===== src/rtl/serial_byte_receiver.sv =====
// 8N1 asynchronous serial receiver, LSB first, oversampled at CLKS_PER_BIT clocks per bit.
// Define SERIAL_BYTE_RECEIVER_PARITY_EN to add an even-parity bit between the data and stop bits.
module serial_byte_receiver #(
  parameter int CLKS_PER_BIT = 16
) (
  input  logic       clock,
  input  logic       reset,
  input  logic       rxd,
  output logic [7:0] data_out,
  output logic       load,
  output logic       busy,
  output logic       frame_err,
  output logic       parity_err
);

  localparam int CNT_W = $clog2(CLKS_PER_BIT);
  localparam logic [CNT_W-1:0] HALF_LAST = CNT_W'(CLKS_PER_BIT / 2 - 1);
  localparam logic [CNT_W-1:0] BIT_LAST  = CNT_W'(CLKS_PER_BIT - 1);

  typedef enum logic [2:0] {
    S_IDLE  = 3'd0,
    S_START = 3'd1,
    S_DATA  = 3'd2,
    S_STOP  = 3'd3,
    S_BRK   = 3'd4
`ifdef SERIAL_BYTE_RECEIVER_PARITY_EN
    , S_PARITY = 3'd5
`endif
  } state_t;

  state_t           state_q, state_d;
  logic [CNT_W-1:0] cnt_q, cnt_d;
  logic [2:0]       bit_q, bit_d;
  logic [7:0]       shift_q, shift_d;
  logic [7:0]       data_q, data_d;
  logic             load_q, load_d;
  logic             ferr_q, ferr_d;
  logic             rxd_meta_q, rxs_q;
  logic             rxs;

  assign rxs = rxs_q;

  // Two-flop synchroniser, preset to the idle (high) line level.
  always_ff @(posedge clock or negedge reset) begin
    if (!reset) begin
      rxd_meta_q <= 1'b1;
      rxs_q      <= 1'b1;
    end else begin
      rxd_meta_q <= rxd;
      rxs_q      <= rxd_meta_q;
    end
  end

`ifdef SERIAL_BYTE_RECEIVER_PARITY_EN
  logic par_bad_q, par_bad_d;
  logic perr_q, perr_d;
`endif

  always_comb begin
    state_d = state_q;
    cnt_d   = cnt_q + CNT_W'(1);
    bit_d   = bit_q;
    shift_d = shift_q;
    data_d  = data_q;
    load_d  = 1'b0;
    ferr_d  = 1'b0;
`ifdef SERIAL_BYTE_RECEIVER_PARITY_EN
    par_bad_d = par_bad_q;
    perr_d    = 1'b0;
`endif
    case (state_q)
      S_IDLE: begin
        cnt_d = '0;
        if (!rxs) state_d = S_START;
      end
      S_START: begin
        // Mid-start-bit re-check filters out glitches shorter than half a bit.
        if (cnt_q == HALF_LAST) begin
          cnt_d   = '0;
          bit_d   = '0;
          state_d = rxs ? S_IDLE : S_DATA;
        end
      end
      S_DATA: begin
        if (cnt_q == BIT_LAST) begin
          cnt_d          = '0;
          shift_d[bit_q] = rxs;
          bit_d          = bit_q + 3'd1;
          if (bit_q == 3'd7) begin
`ifdef SERIAL_BYTE_RECEIVER_PARITY_EN
            state_d = S_PARITY;
`else
            state_d = S_STOP;
`endif
          end
        end
      end
`ifdef SERIAL_BYTE_RECEIVER_PARITY_EN
      S_PARITY: begin
        if (cnt_q == BIT_LAST) begin
          cnt_d     = '0;
          par_bad_d = (rxs != ^shift_q);
          state_d   = S_STOP;
        end
      end
`endif
      S_STOP: begin
        if (cnt_q == BIT_LAST) begin
          cnt_d = '0;
          if (rxs) begin
            state_d = S_IDLE;
`ifdef SERIAL_BYTE_RECEIVER_PARITY_EN
            if (par_bad_q) begin
              perr_d = 1'b1;
            end else begin
              data_d = shift_q;
              load_d = 1'b1;
            end
`else
            data_d = shift_q;
            load_d = 1'b1;
`endif
          end else begin
            // A low stop bit wins over any parity result.
            ferr_d  = 1'b1;
            state_d = S_BRK;
          end
        end
      end
      S_BRK: begin
        cnt_d = '0;
        if (rxs) state_d = S_IDLE;
      end
      default: begin
        cnt_d   = '0;
        state_d = S_IDLE;
      end
    endcase
  end

  always_ff @(posedge clock or negedge reset) begin
    if (!reset) begin
      state_q <= S_IDLE;
      cnt_q   <= '0;
      bit_q   <= '0;
      data_q  <= 8'h00;
      load_q  <= 1'b0;
      ferr_q  <= 1'b0;
    end else begin
      state_q <= state_d;
      cnt_q   <= cnt_d;
      bit_q   <= bit_d;
      data_q  <= data_d;
      load_q  <= load_d;
      ferr_q  <= ferr_d;
    end
  end

  // The partial byte is never observable before all eight bits are written, so it needs no reset.
  always_ff @(posedge clock) begin
    shift_q <= shift_d;
  end

`ifdef SERIAL_BYTE_RECEIVER_PARITY_EN
  always_ff @(posedge clock or negedge reset) begin
    if (!reset) begin
      par_bad_q <= 1'b0;
      perr_q    <= 1'b0;
    end else begin
      par_bad_q <= par_bad_d;
      perr_q    <= perr_d;
    end
  end
  assign parity_err = perr_q;
`else
  assign parity_err = 1'b0;
`endif

  assign data_out  = data_q;
  assign load      = load_q;
  assign frame_err = ferr_q;
  assign busy      = (state_q != S_IDLE);

endmodule


===== config.mk =====
export PLATFORM = sky130hd
export DESIGN_NAME = serial_byte_receiver
export DESIGN_NICKNAME = d
export VERILOG_FILES = /design/src/rtl/serial_byte_receiver.sv
export SDC_FILE = /design/constraint.sdc
export NUM_CORES = 1
export LEC_CHECK = 0
export ABC_AREA = 1
export CAP_MARGIN = 20
export CORE_ASPECT_RATIO = 1.1
export CORE_UTILIZATION = 61
export CTS_BUF_LIST = sky130_fd_sc_hd__clkbuf_8
export DETAILED_ROUTE_END_ITERATION = 8
export HOLD_SLACK_MARGIN = 0.15
export PLACE_DENSITY = 0.88
export REMOVE_ABC_BUFFERS = 1
export SYNTH_ARGS = -nofsm -noshare
export SYNTH_HDL_FRONTEND = slang
export SYNTH_SLANG_ARGS = --single-unit

===== constraint.sdc =====
create_clock -name clock -period 2.8 [get_ports clock]
set_input_delay 0.28 -clock clock [delete_from_list [all_inputs] [get_ports clock]]
set_output_delay 0.28 -clock clock [all_outputs]
set_load 0.03 [all_outputs]

## After elaboration in Yosys (flattened, before gate mapping)

Index checks and enable logic that the tools add are counted.

| word-level totals | value |
|---|---|
| output and inout port bits | 12 |
| input port bits | 3 |
| register bits | 30 |
| word-level logic and storage cells | 59 |

| operators by class | value |
|---|---|
| mux-type cells | 24 |
| $lt $le $gt $ge | 2 |
| eq/ne operators | 13 |
| reductions and logical operators | 9 |
| add/sub/neg operators | 2 |

Operator list:

| kind | count |
|---|---|
| $mux 3 | 9 |
| $pmux 3 s5 | 1 |
| $ne 2x2->1 const B | 6 |
| $bwmux 8 | 1 |
| $mux 4 | 2 |
| $pmux 4 s2 | 1 |
| $mux 1 | 7 |
| $eq 3x2->1 const B | 2 |
| $eq 3x3->1 const B | 2 |
| $pmux 3 s2 | 1 |
| $reduce_and 3->1 | 2 |
| $reduce_and 6->1 | 1 |
| $add 4x1->4 const B | 1 |
| $eq 4x3->1 const B | 1 |
| $eq 4x4->1 const B | 1 |
| $lt 3x4->1 const B | 1 |
| $add 3x1->3 const B | 1 |
| $demux 1 s3 | 1 |
| $eq 3x1->1 const B | 1 |
| $ge 3x1->1 const B | 1 |
| $logic_not 3->1 | 1 |
| $reduce_bool 3->1 | 1 |
| $mux 2 | 1 |
| $reduce_and 2->1 | 1 |
| other kinds (3) | 3 |

## Logic depth before layout (Yosys ltp)

| depth | value |
|---|---|
| depth in word-level cells | 5 |
| depth in mapped cells | 8 |
| gate-level depth less buffers | 8 |

## Least setup slack after synthesis

Ideal clock, no wire load.

| path | value |
|---|---|
| kind | register to register |
| start point | register cnt_q[0] |
| end point | register shift_q[0], enable pin |
| library setup time | 0.305 ns |
| arrival time | 1.103 ns |
| slack | 1.392 ns |
| buffers on the path | 0 |
| clock period less this slack | 1.408 ns |
| cell stages (with the launch flop) | 6 |
| required time | 2.495 ns |
| path through | dfrtp_1 > ha_1 > nand3_2 > nor2_4 > nand2_2 > nor3_2 |

| on the way | value |
|---|---|
| word-level cells in the longest chain between the ends | 2 |

RTL lines:

| element | RTL line | RTL |
|---|---|---|
| start, declared | 32 | `logic [CNT_W-1:0] cnt_q, cnt_d;` |
| start signal, assigned | 151 | `cnt_q <= cnt_d;` |
| $eq 4x4->1 | 85 | `if (cnt_q == BIT_LAST) begin` |
| $reduce_and 2->1 (no source line) | - |  |
| end signal, assigned | 161 | `shift_q <= shift_d;` |
| end, declared | 34 | `logic [7:0] shift_q, shift_d;` |

Every way passes these cells.
A chain may end at the register's enable or synchronous reset.

## Worst setup path after layout

| path | value |
|---|---|
| start point | register state_q[0] |
| end point | output port busy |

| on the way | value |
|---|---|
| word-level cells in the longest chain between the ends | 1 |

RTL lines:

| element | RTL line | RTL |
|---|---|---|
| start, declared | 31 | `state_t state_q, state_d;` |
| start signal, assigned | 150 | `state_q <= state_d;` |
| $reduce_bool 3->1 | 182 | `assign busy = (state_q != S_IDLE);` |
| end, declared | 11 | `output logic busy,` |

Every way passes these cells.

==> results.py <==
metrics = {
    "outcome": {
        "outcome": "completed",
    },
    "worst_setup_path": {
        "cp-start-kind": "flop",
        "cp_slowest_stage_delay_ns": 0.60,
        "critPathMaxFanout": 6,
        "path_class": "reg -> out",
        "crit_buf_inv": 1,
        "end_kind": "output pin",
        "worstPathCellList": "nor2_1, nand2_1, clkdlybuf4s50_1",
        "cp_data_arrival_time_ns": 1.61,
        "cpMaxStageDelayCell": "clkdlybuf4s50_1",
        "cp_top_family": "buffers and inverters",
        "required_ns": 2.52,
    },
    "grt": {
        "antenna_found_initial": 0,
        "gr-total-overflow": 0,
        "grt_pass1_wl_mm": 3.47,
        "grt_max_degree": 23,
        "grtUsageTotal_pct": 21.9,
        "grt_pass1_vias": 848,
    },
    "clock_tree": {
        "cts_tree": "done",
        "root_buffer": "clkbuf_8",
        "clkLatencyLatePin_ns": 0.27,
        "cts_setup_buffers": 0,
        "cts_buffer_depth": 2,
        "clock_sinks": 30,
        "cts_resized": 0,
        "cts_inserted_buffers": 5,
        "hold_buffers": 0,
        "h-tree-depth": 2,
        "clk_pin_slew_ns": 0.06,
    },
    "yosys": {
        "ys_seq_area_share_pct": 60.4,
        "avgSynthCellArea_um2": 10.2,
        "synthesis.area_um2": 1310,
        "yosysMostFrequentCell": "nand2_1",
        "ys_async_sr_fraction_pct": 73.3,
        "synthTopCellsByArea": "dfrtp_1 38%, edfxtp_1 18%, nand2_1 12%",
        "yosys_warnings": 0,
        "ys.flop_type": "dfrtp_1",
        "synth_common_cells": "43 x nand2_1, 20 x dfrtp_1, 9 x nor2_1",
        "synth_top_area_share_pct": 38.1,
        "synth_cell_types": 26,
        "synth_edf_count": 8,
        "ys_ff_latch": 30,
        "yosys.area.top_type": "dfrtp_1",
        "syn-instance-count": 129,
    },
    "floorplan": {
        "placementRows": 17,
        "die_y_um": 50.7,
        "coreArea_um2": 2020,
        "initial_utilization_pct": 65.0,
        "die_w_um": 46.3,
        "design.die.area_um2": 2340,
        "pin_count": 15,
    },
    "pwr": {
        "peakVddDrop_v": 0.000482,
        "power.leakage_nw": 0.729,
        "powerDensity_nw_per_um2": 853,
    },
    "min_path": {
        "hp-class": "reg -> reg",
    },
    "drt": {
        "firstDrtPassIters": 4,
        "vias_per_cell": 5.05,
        "routed_wl_mm": 2.02,
        "drt_iter0_drc": 10,
        "drc": 0,
        "drtAntennaViolNets": 0,
        "vias": 894,
        "routedWlPerCell_um": 11.4,
    },
    "timing": {
        "rsz0062_at_grt": "false",
        "max_freq_mhz": 528,
        "setup_ws_ns": 0.906,
        "hold_violations": 0,
        "fin_worst_skew_ns": 0.00184,
        "setup_viol": 0,
        "slew_headroom_pct": 38.7,
        "fin_crit_ns": 1.89,
        "finalCritPeriodShare_pct": 67.6,
        "worst-slew-pin-transition_ns": 0.917,
        "final_max_slew_viol_count": 0,
        "finalSetupTns_ns": 0,
    },
    "layout": {
        "diodes": 0,
        "fill_cells": 123,
        "ff_latch_area_um2": 793,
        "area_growth_pct": 18.2,
        "multi_input_area_um2": 467,
        "nets": 154,
        "drive_above_1_share_pct": 19.5,
    },
    "placed_design": {
        "dp_slack_ns": 1.19,
        "place.gp.congestion": 0.862,
        "port_buffers": 13,
        "hpwlAfterDp_mm": 1.49,
    },
    "run": {
        "max_cap_viol_count": 0,
    },
}
-- flip-flops by register name, indices dropped and copies added, names as in the netlist --
register    cells
state_q         3
shift_q         8
cnt_q           4
load            1
frame_err       1
rxs             1
rxd_meta_q      1
bit_q           3
data_out        8
-- per-layer routing --
| metal | share of wire, % | global-route usage [%] |
|---|---|---|
| met3 | 5.3 | 9.71 |
| met2 | 48 | 31.7 |
| met5 | 0 | 0 |
| met4 | 2.3 | 16.2 |
| met1 | 44 | 24.6 |
-- stage by stage --
step / hold slack, ns / std cells / utilization (%) / total power, mW / instance area [um^2]
after floorplan: -0.0156 / 128 / - / 0.894 / 1310
after global placement: 0.347 / 169 / 72.8 / 0.998 / 1470
after detailed placement: 0.352 / 169 / 72.8 / 1.02 / 1470
after CTS: 0.360 / 177 / 76.8 / 1.34 / 1550
after global routing: 0.360 / 177 / 76.8 / 1.41 / 1550
final: 0.358 / 177 / 76.8 / 1.32 / 1550
-- where the power goes --
part | internal, mW | switching (mW)
Combinational | 0.154 | 0.248
Sequential | 0.532 | 0.0751
Clock | 0.166 | 0.148
-- cell type report --
cell class	instances	share of cell area, %
clock buffer	5	4.43
clock inverter	3	0.806
inverter	11	2.98
multi-input combinational	87	30.1
sequential	30	51.1
tap	28	2.26
timing repair buffer	13	8.38
-- layout by cell type, fill, tap and decap left out, drive strengths merged --
cell type / n
nand3: 5
xor2: 1
clkinv: 3
nor3: 6
o21bai: 1
dfrtp: 20
ha: 3
clkbuf: 5
nand2: 48
o21ai: 2
edfxtp: 8
dfstp: 2
conb: 1
nor2: 15
nor3b: 1
inv: 11
o22ai: 1
clkdlybuf4s50: 13
nand4: 1
a21oi: 2
-- cells by family after synthesis --
| group | after synthesis | synth area share (%) |
|---|---|---|
| and+or+nand+nor | 76 | 29.1 |
| DFF | 30 | 60.4 |
| buffers and inverters | 12 | 4.10 |
| AOI/OAI and AO/OA | 6 | 2.57 |
| adders and majority gates | 3 | 2.86 |
| xor gates and xnor gates | 1 | 0.667 |
| other | 1 | 0.285 |
-- final timing paths --
path	slack (ns)	depth (start not counted)	start	endpoint
max	0.91	3	state_q[0]	busy
min	0.36	0	rxd_meta_q	rxs
max reg2reg	1.25	5	cnt_q[0]	shift_q[2]
min reg2reg	0.36	0	rxd_meta_q	rxs
max in group asynchronous	1.72	1	reset	bit_q[0]
min in group asynchronous	0.52	1	reset	frame_err
No activity file was read; power rests on OpenSTA's default activity.
